[config.mk]
export PLATFORM = sky130hd
export DESIGN_NAME = hazard_control_unit_flat
export DESIGN_NICKNAME = d
export VERILOG_FILES = /design/src/rtl/hazard_control_if.sv /design/src/rtl/hazard_control_unit.sv /design/src/flat_wrapper.sv
export SDC_FILE = /design/constraint.sdc
export NUM_CORES = 1
export LEC_CHECK = 0
export ABC_AREA = 1
export CAP_MARGIN = 20
export CORE_AREA = 2 2 39 41
export DETAILED_ROUTE_END_ITERATION = 12
export DIE_AREA = 0 0 41 43
export PLACE_DENSITY_LB_ADDON = 0.1
export SKIP_LAST_GASP = 1
export SYNTH_ARGS = -nofsm -noshare
export SYNTH_HDL_FRONTEND = slang
export SYNTH_SLANG_ARGS = --single-unit
[constraint.sdc]
create_clock -name clk -period 2.2 [get_ports clk]
set_input_delay 0.44 -clock clk [delete_from_list [all_inputs] [get_ports clk]]
set_output_delay 0.44 -clock clk [all_outputs]
set_load 0.005 [all_outputs]
[src/rtl/hazard_control_if.sv]
// Hazard controller signal bundle: ID/EX hazard inputs and pipeline stall/flush controls.
// The stall/flush statistics counters exist only when HAZARD_STATS_EN is defined.
interface hazard_control_if;
    logic [4:0]  id_rs;
    logic [4:0]  id_rt;
    logic        id_uses_rt;
    logic        ex_mem_read;
    logic [4:0]  ex_rt;
    logic        branch_taken;
    logic        jump_in_id;
    logic        pc_write;
    logic        if_id_write;
    logic        if_id_flush;
    logic        id_ex_flush;
    logic        busy;
`ifdef HAZARD_STATS_EN
    logic [31:0] stall_cycles;
    logic [31:0] flush_cycles;
`endif

    modport master (
        output id_rs, id_rt, id_uses_rt, ex_mem_read, ex_rt, branch_taken, jump_in_id,
        input  pc_write, if_id_write, if_id_flush, id_ex_flush, busy
`ifdef HAZARD_STATS_EN
        , input stall_cycles, flush_cycles
`endif
    );

    modport slave (
        input  id_rs, id_rt, id_uses_rt, ex_mem_read, ex_rt, branch_taken, jump_in_id,
        output pc_write, if_id_write, if_id_flush, id_ex_flush, busy
`ifdef HAZARD_STATS_EN
        , output stall_cycles, flush_cycles
`endif
    );
endinterface

[src/rtl/hazard_control_unit.sv]
// Pipeline hazard controller: Mealy stall/flush decode with a RUN/STALL/FLUSH window FSM.
// Optional HAZARD_STATS_EN adds saturating stall_cycles / flush_cycles counters.
module hazard_control_unit #(
    parameter int unsigned LOAD_USE_BUBBLES = 1,
    parameter int unsigned BRANCH_PENALTY   = 1
) (
    input  logic            clk,
    input  logic            reset,
    hazard_control_if.slave hz
);
    typedef enum logic [1:0] {
        RUN   = 2'd0,
        STALL = 2'd1,
        FLUSH = 2'd2
    } state_t;

    localparam logic [3:0] LU_LOAD = 4'(LOAD_USE_BUBBLES - 1);
    localparam logic [3:0] BR_LOAD = 4'(BRANCH_PENALTY - 1);

    generate
        if (LOAD_USE_BUBBLES < 1 || LOAD_USE_BUBBLES > 15) begin : g_lu_range
            $error("hazard_control_unit: LOAD_USE_BUBBLES must be in 1..15");
        end
        if (BRANCH_PENALTY < 1 || BRANCH_PENALTY > 15) begin : g_br_range
            $error("hazard_control_unit: BRANCH_PENALTY must be in 1..15");
        end
    endgenerate

    state_t     state, state_nxt;
    logic [3:0] cnt, cnt_nxt;
    logic       lu_hit;
    logic       branch_go;
    logic       pc_write, if_id_write, if_id_flush, id_ex_flush, busy;

    always_comb begin
        lu_hit = hz.ex_mem_read && (hz.ex_rt != 5'd0) &&
                 ((hz.ex_rt == hz.id_rs) || (hz.id_uses_rt && (hz.ex_rt == hz.id_rt)));
    end

    // A taken branch wins in RUN and STALL; FLUSH already squashes those slots.
    always_comb begin
        branch_go = hz.branch_taken && (state != FLUSH);
    end

    always_comb begin
        pc_write    = 1'b1;
        if_id_write = 1'b1;
        if_id_flush = 1'b0;
        id_ex_flush = 1'b0;
        busy        = (state != RUN);
        state_nxt   = state;
        cnt_nxt     = cnt;

        if (branch_go) begin
            if_id_flush = 1'b1;
            id_ex_flush = 1'b1;
            if (BRANCH_PENALTY > 1) begin
                state_nxt = FLUSH;
                cnt_nxt   = BR_LOAD;
            end else begin
                state_nxt = RUN;
                cnt_nxt   = '0;
            end
        end else begin
            unique case (state)
                RUN: begin
                    if (lu_hit) begin
                        pc_write    = 1'b0;
                        if_id_write = 1'b0;
                        id_ex_flush = 1'b1;
                        if (LOAD_USE_BUBBLES > 1) begin
                            state_nxt = STALL;
                            cnt_nxt   = LU_LOAD;
                        end
                    end else if (hz.jump_in_id) begin
                        if_id_flush = 1'b1;
                    end
                end
                STALL: begin
                    pc_write    = 1'b0;
                    if_id_write = 1'b0;
                    id_ex_flush = 1'b1;
                    cnt_nxt     = cnt - 4'd1;
                    if (cnt == 4'd1) state_nxt = RUN;
                end
                FLUSH: begin
                    if_id_flush = 1'b1;
                    cnt_nxt     = cnt - 4'd1;
                    if (cnt == 4'd1) state_nxt = RUN;
                end
                default: begin
                    state_nxt = RUN;
                    cnt_nxt   = '0;
                end
            endcase
        end

        if (!reset) begin
            pc_write    = 1'b1;
            if_id_write = 1'b1;
            if_id_flush = 1'b0;
            id_ex_flush = 1'b0;
            busy        = 1'b0;
        end
    end

    always_ff @(posedge clk or negedge reset) begin
        if (!reset) begin
            state <= RUN;
            cnt   <= '0;
        end else begin
            state <= state_nxt;
            cnt   <= cnt_nxt;
        end
    end

    assign hz.pc_write    = pc_write;
    assign hz.if_id_write = if_id_write;
    assign hz.if_id_flush = if_id_flush;
    assign hz.id_ex_flush = id_ex_flush;
    assign hz.busy        = busy;

`ifdef HAZARD_STATS_EN
    logic [31:0] stall_cycles, flush_cycles;

    always_ff @(posedge clk or negedge reset) begin
        if (!reset) begin
            stall_cycles <= '0;
            flush_cycles <= '0;
        end else begin
            if (!pc_write && (stall_cycles != '1)) stall_cycles <= stall_cycles + 32'd1;
            if (if_id_flush && (flush_cycles != '1)) flush_cycles <= flush_cycles + 32'd1;
        end
    end

    assign hz.stall_cycles = stall_cycles;
    assign hz.flush_cycles = flush_cycles;
`endif
endmodule

[src/flat_wrapper.sv]
// flat-port wrapper written by rule: the top's interface ports become plain ports
module hazard_control_unit_flat 
#(
    parameter int unsigned LOAD_USE_BUBBLES = 1,
    parameter int unsigned BRANCH_PENALTY   = 1
)
  (clk, reset, hz_id_rs, hz_id_rt, hz_id_uses_rt, hz_ex_mem_read, hz_ex_rt, hz_branch_taken, hz_jump_in_id, hz_pc_write, hz_if_id_write, hz_if_id_flush, hz_id_ex_flush, hz_busy);
  hazard_control_if hz_i ();
  input  logic clk;
  input  logic reset;
  input wire logic [$bits(hz_i.id_rs)-1:0] hz_id_rs;
  input wire logic [$bits(hz_i.id_rt)-1:0] hz_id_rt;
  input wire logic [$bits(hz_i.id_uses_rt)-1:0] hz_id_uses_rt;
  input wire logic [$bits(hz_i.ex_mem_read)-1:0] hz_ex_mem_read;
  input wire logic [$bits(hz_i.ex_rt)-1:0] hz_ex_rt;
  input wire logic [$bits(hz_i.branch_taken)-1:0] hz_branch_taken;
  input wire logic [$bits(hz_i.jump_in_id)-1:0] hz_jump_in_id;
  output wire logic [$bits(hz_i.pc_write)-1:0] hz_pc_write;
  output wire logic [$bits(hz_i.if_id_write)-1:0] hz_if_id_write;
  output wire logic [$bits(hz_i.if_id_flush)-1:0] hz_if_id_flush;
  output wire logic [$bits(hz_i.id_ex_flush)-1:0] hz_id_ex_flush;
  output wire logic [$bits(hz_i.busy)-1:0] hz_busy;
  assign hz_i.id_rs = hz_id_rs;
  assign hz_i.id_rt = hz_id_rt;
  assign hz_i.id_uses_rt = hz_id_uses_rt;
  assign hz_i.ex_mem_read = hz_ex_mem_read;
  assign hz_i.ex_rt = hz_ex_rt;
  assign hz_i.branch_taken = hz_branch_taken;
  assign hz_i.jump_in_id = hz_jump_in_id;
  assign hz_pc_write = hz_i.pc_write;
  assign hz_if_id_write = hz_i.if_id_write;
  assign hz_if_id_flush = hz_i.if_id_flush;
  assign hz_id_ex_flush = hz_i.id_ex_flush;
  assign hz_busy = hz_i.busy;
  hazard_control_unit #(.LOAD_USE_BUBBLES(LOAD_USE_BUBBLES), .BRANCH_PENALTY(BRANCH_PENALTY)) u_core (.clk(clk), .reset(reset), .hz(hz_i));
endmodule
* After elaboration in Yosys (flattened, before gate mapping)
Cells that the tools add are included.
W data, S select, Z words.
** Word-level totals
- Register bits :: 6
- Output and inout bits :: 5
- Word-level logic and storage cells :: 40
- Input bits :: 21
** Cells by class
- Equality and inequality tests :: 8
- Reduce and logical (&&, ||, !) cells :: 10
- $add $sub $neg :: 1
- Multiplexer cells :: 19
** Operators with widths (count)
- $mux W1 :: 11
- $eq A5 B5 Y1 :: 2
- $pmux W4 S2 :: 1
- $pmux W1 S2 :: 3
- $reduce_bool A5 Y1 :: 1
- $eq A4 B1 Y1 const B :: 1
- $logic_and A1 B1 Y1 :: 4
- $mux W2 :: 2
- $mux W4 :: 1
- $pmux W2 S2 :: 1
- $sub A4 B1 Y4 const B :: 1
- $ne A3 B1 Y1 const B :: 1
- $eq A2 B1 Y1 const B :: 1
- $eq A2 B2 Y1 const B :: 1
- $logic_not A2 Y1 :: 1
- $ne A2 B1 Y1 const B :: 1
- $ne A2 B2 Y1 const B :: 1
- $reduce_and A2 Y1 :: 1
- $reduce_bool A2 Y1 :: 1
- $reduce_or A2 Y1 :: 1
- $logic_or A1 B1 Y1 :: 1

* Longest topological paths before layout
- Word-level depth :: 8
- Gate-level depth with buffers :: 9
- Mapped depth without buffers :: 9

* Worst setup path before layout
Ideal clock, no wire load.
- Path type :: input to output
- From :: input hz_ex_rt[1]
- To :: output hz_pc_write
- Data required time :: 1.760 ns
- Stages on the path :: 8
- Arrival :: 1.073 ns
- Path slack :: 0.687 ns
- Cells stage by stage :: inv_1 -> nand2_1 -> nand2_1 -> nor2_1 -> nand3_1 -> nand2_2 -> nand4_1 -> buf_4
** Between the ends
- Longest elaborated chain between the ends :: 8
- Elaborated cells on any way between the ends :: 11
** RTL lines
- start: declaration :: RTL line flat_wrapper.sv:15 : input wire logic [$bits(hz_i.ex_rt)-1:0] hz_ex_rt;
- $eq A5 B5 Y1 :: RTL line hazard_control_unit.sv:37 : ((hz.ex_rt == hz.id_rs) || (hz.id_uses_rt && (hz.ex_rt == hz.id_rt)));
- $logic_and A1 B1 Y1 :: RTL line hazard_control_unit.sv:37
- $logic_or A1 B1 Y1 :: RTL line hazard_control_unit.sv:37
- $logic_and A1 B1 Y1 (*) :: RTL line hazard_control_unit.sv:36 : lu_hit = hz.ex_mem_read && (hz.ex_rt != 5'd0) &&
- $mux W1 (*)
- $pmux W1 S2 (*)
- $mux W1 (*) (2 in series)
- end: declaration :: RTL line flat_wrapper.sv:18 : output wire logic [$bits(hz_i.pc_write)-1:0] hz_pc_write;
Mark *: on every way between the ends. The rest lies on a longest branch, timed or not.

* Worst setup path after layout
- From :: input hz_id_rt[2]
- To :: output hz_if_id_write
** Between the ends
- Longest elaborated chain between the ends :: 8
** RTL lines
- start: declaration :: RTL line flat_wrapper.sv:12 : input wire logic [$bits(hz_i.id_rt)-1:0] hz_id_rt;
- $eq A5 B5 Y1 :: RTL line hazard_control_unit.sv:37
- $logic_and A1 B1 Y1 :: RTL line hazard_control_unit.sv:37
- $logic_or A1 B1 Y1 :: RTL line hazard_control_unit.sv:37
- $logic_and A1 B1 Y1 :: RTL line hazard_control_unit.sv:36
- $mux W1 :: RTL line hazard_control_unit.sv:67 : if (lu_hit) begin
- $pmux W1 S2 :: RTL line hazard_control_unit.sv:65 : unique case (state)
- $mux W1 :: RTL line hazard_control_unit.sv:54 : if (branch_go) begin
- $mux W1 :: RTL line hazard_control_unit.sv:98 : if (!reset) begin
- end: declaration :: RTL line flat_wrapper.sv:19 : output wire logic [$bits(hz_i.if_id_write)-1:0] hz_if_id_write;
No other way between the ends.

==> results by group <==
Final layout
  – Area growth from synthesis to layout: 87.3%
  – Storage element area: 0 µm²
  – Post-Layout Cell Count: 104
  – Filler Cell Count: roughly 170
  – Layout cells sized above 1: 0.0682
  – Fin nets: 111
  – ANT cells: 0
  – # clk buffers: 0
  – Multi-input gate area: between 150 and 200 µm²
  – Seq cells: 0

Placed design
  – Final estimated routing congestion in global placement: around 0.65
  – Dpl hpwl: about 640 µm
  – Port Buffers: 24
  – Inst Count DP: 104

STA
  – Final setup violation count: 0
  – Post-layout min period: between 2000 and 2500 ps
  – Final hold violations: 0
  – Slew Limit Fails: 0
  – F_max: 469 MHz
  – Fin crit share: 0.970
  – RSZ-0062 raised after global routing: true

Worst hold path
  – Hold Crit Endpoint: hz_id_ex_flush
  – Worst Hold Depth: 9
  – Hold Crit Class: input pin to output pin
  – HP Start: hz_id_rt[1]

GRT
  – Vias in the first global route: about 290
  – GRT overflow: 0
  – First-pass GRT wire length: 1040 µm
  – GRT Overall Usage: 0.0779
  – Initial antenna violation count: 0
  – Pin count of the biggest net entering global routing: 5

Synth
  – Sequential area share after synthesis: 0
  – Synth Cell Area: 275 µm²
  – Mapped Cells: 66
  – Top-area cell type share of the netlist area: 0.423
  – Avg Cell Area, Syn: 4.17 µm²
  – Area leader, netlist: nand2_1
  – YS warnings: 0
  – Area contributors post-synth: nand2_1 (42%), inv_1 (19%), nor2_1 (8.2%)
  – Synth cell types: 11
  – Syn Nets: slightly below 90

Die
  – # IOs: 26
  – # rows: 14
  – DIE AREA: around 1800 µm²
  – DIE WIDTH: just over 40 µm
  – Starting Density: 0.199
  – Core region area: 1380 µm²
  – Die height: 43 µm

Setup path
  – Req. time, crit path: 1760 ps
  – Setup CP Type: input pin to output pin
  – Critical Path AT: 1690 ps
  – Crit end category: output pin
  – Worst setup SP type: input pin
  – Crit-path max FO: 3

Power
  – Comb pwr share: 1.000
  – Net switching power figure: 0.0320 mW
  – PD cells: approximately 150 nW/µm²
  – Switching fraction of total power: 0.423
  – Final Total Pwr: 0.0757 mW
  – Worst vdd rail ir drop: 0.0000557 V
  – Cell leakage power: 0.327 nW
  – Clk pwr share: 0
  – Internal: 0.0436 mW
  – Register share of total power: 0

CTS
  – Hold_buf cts: 0
  – Number of setup buffers added after CTS: 0

Drt
  – DRC errors left: 0
  – Vias: 384
  – Iteration-0 DRC Markers: 2
  – ANT nets after route: 0
  – Drt pass-1 iters: 2
  – Vias/cell: 3.69
  – Routed WL: 714 µm
  – WL/cell: 6.87 µm

Run
  – Max cap viols: 0

Status
  – Status: finished clean
[cell families after synthesis]
group,synth area share
compound gates,0.0182
xor+xnor,0.0318
buf+inv,0.286
other cells,0.0136
simple gates,0.650
[cells in the mapped netlist]
master	n
nand2_1	31
inv_1	14
nor2_1	6
inv_2	3
nand3_1	3
buf_4	2
nand2_2	2
nand4_1	2
conb_1	1
o21ai_0	1
xnor2_1	1
[placed cells by master (no fill, tap or decap)]
cell,instances
nand4_1,2
nand2_1,31
nor2_1,6
dlymetal6s2s_1,2
inv_1,13
clkdlybuf4s50_1,12
inv_2,4
xnor2_1,1
dlygate4sd2_1,8
o21ai_0,1
clkdlybuf4s15_1,2
nand2_2,2
nand3_1,3
conb_1,1
[cell type report]
type                            count  area share
Tap cell                           16      0.0388
Multi-Input combinational cell     47       0.381
Inverter                           17       0.124
Timing Repair Buffer               24       0.456
[worst max-delay path: stages]
cell	delay (ps)
clkdlybuf4s50_1	480
inv_1	40
nand2_1	50
nand2_1	40
nor2_1	90
nand3_1	90
nand2_2	90
nand4_1	90
dlygate4sd2_1	280
[power groups by stage]
stage / Clock (mW) / Sequential (mW) / Combinational, mW
after floorplan: 0 / 0 / 0.0322
after global placement: 0 / 0 / 0.0820
after detailed placement: 0 / 0 / 0.0818
after CTS: 0 / 0 / 0.0763
after global routing: 0 / 0 / 0.0855
final: 0 / 0 / 0.0757
[worst max path at each step]
stage                            from        endpoint  slack (ps)
after detailed placement  hz_ex_rt[3]  hz_id_ex_flush        -270
after CTS                 hz_id_rs[4]  hz_if_id_flush           7
final                     hz_id_rt[2]  hz_if_id_write          70
after floorplan           hz_ex_rt[1]     hz_pc_write         690
after global routing      hz_id_rt[0]     hz_pc_write         -30
after global placement    hz_ex_rt[4]  hz_id_ex_flush        -270
[per-stage QoR]
| step | area (µm²) | util | hold slack, ps | worst slack, ps | TNS [ps] |
|---|---|---|---|---|---|
| floorplan | 275 | - | 975 | 687 | 0 |
| global placement | 520 | 0.376 | 1870 | -274 | -944 |
| detailed placement | 520 | 0.376 | 1880 | -274 | -941 |
| CTS | 508 | 0.367 | 1680 | 7.43 | 0 |
| global route | 515 | 0.373 | 1670 | -30.7 | -87.4 |
| finish | 515 | 0.373 | 1580 | 66.9 | 0 |
[layer usage]
| metal | vias up | wire, µm | track usage |
|---|---|---|---|
| li1 | 230 | - | - |
| met1 | 141 | 373 | 0.114 |
| met2 | 13 | 290 | 0.131 |
| met3 | 0 | 50 | 0 |
| met4 | 0 | 0 | 0 |
| met5 | - | 0 | 0 |
[repair_timing]
| action | CTS | global route |
|---|---|---|
| pin swaps | 2 | 4 |
| endpoints found under the setup margin | 4 | 4 |
| resized for setup | 11 | 4 |
(Power assumes the default switching activity.)
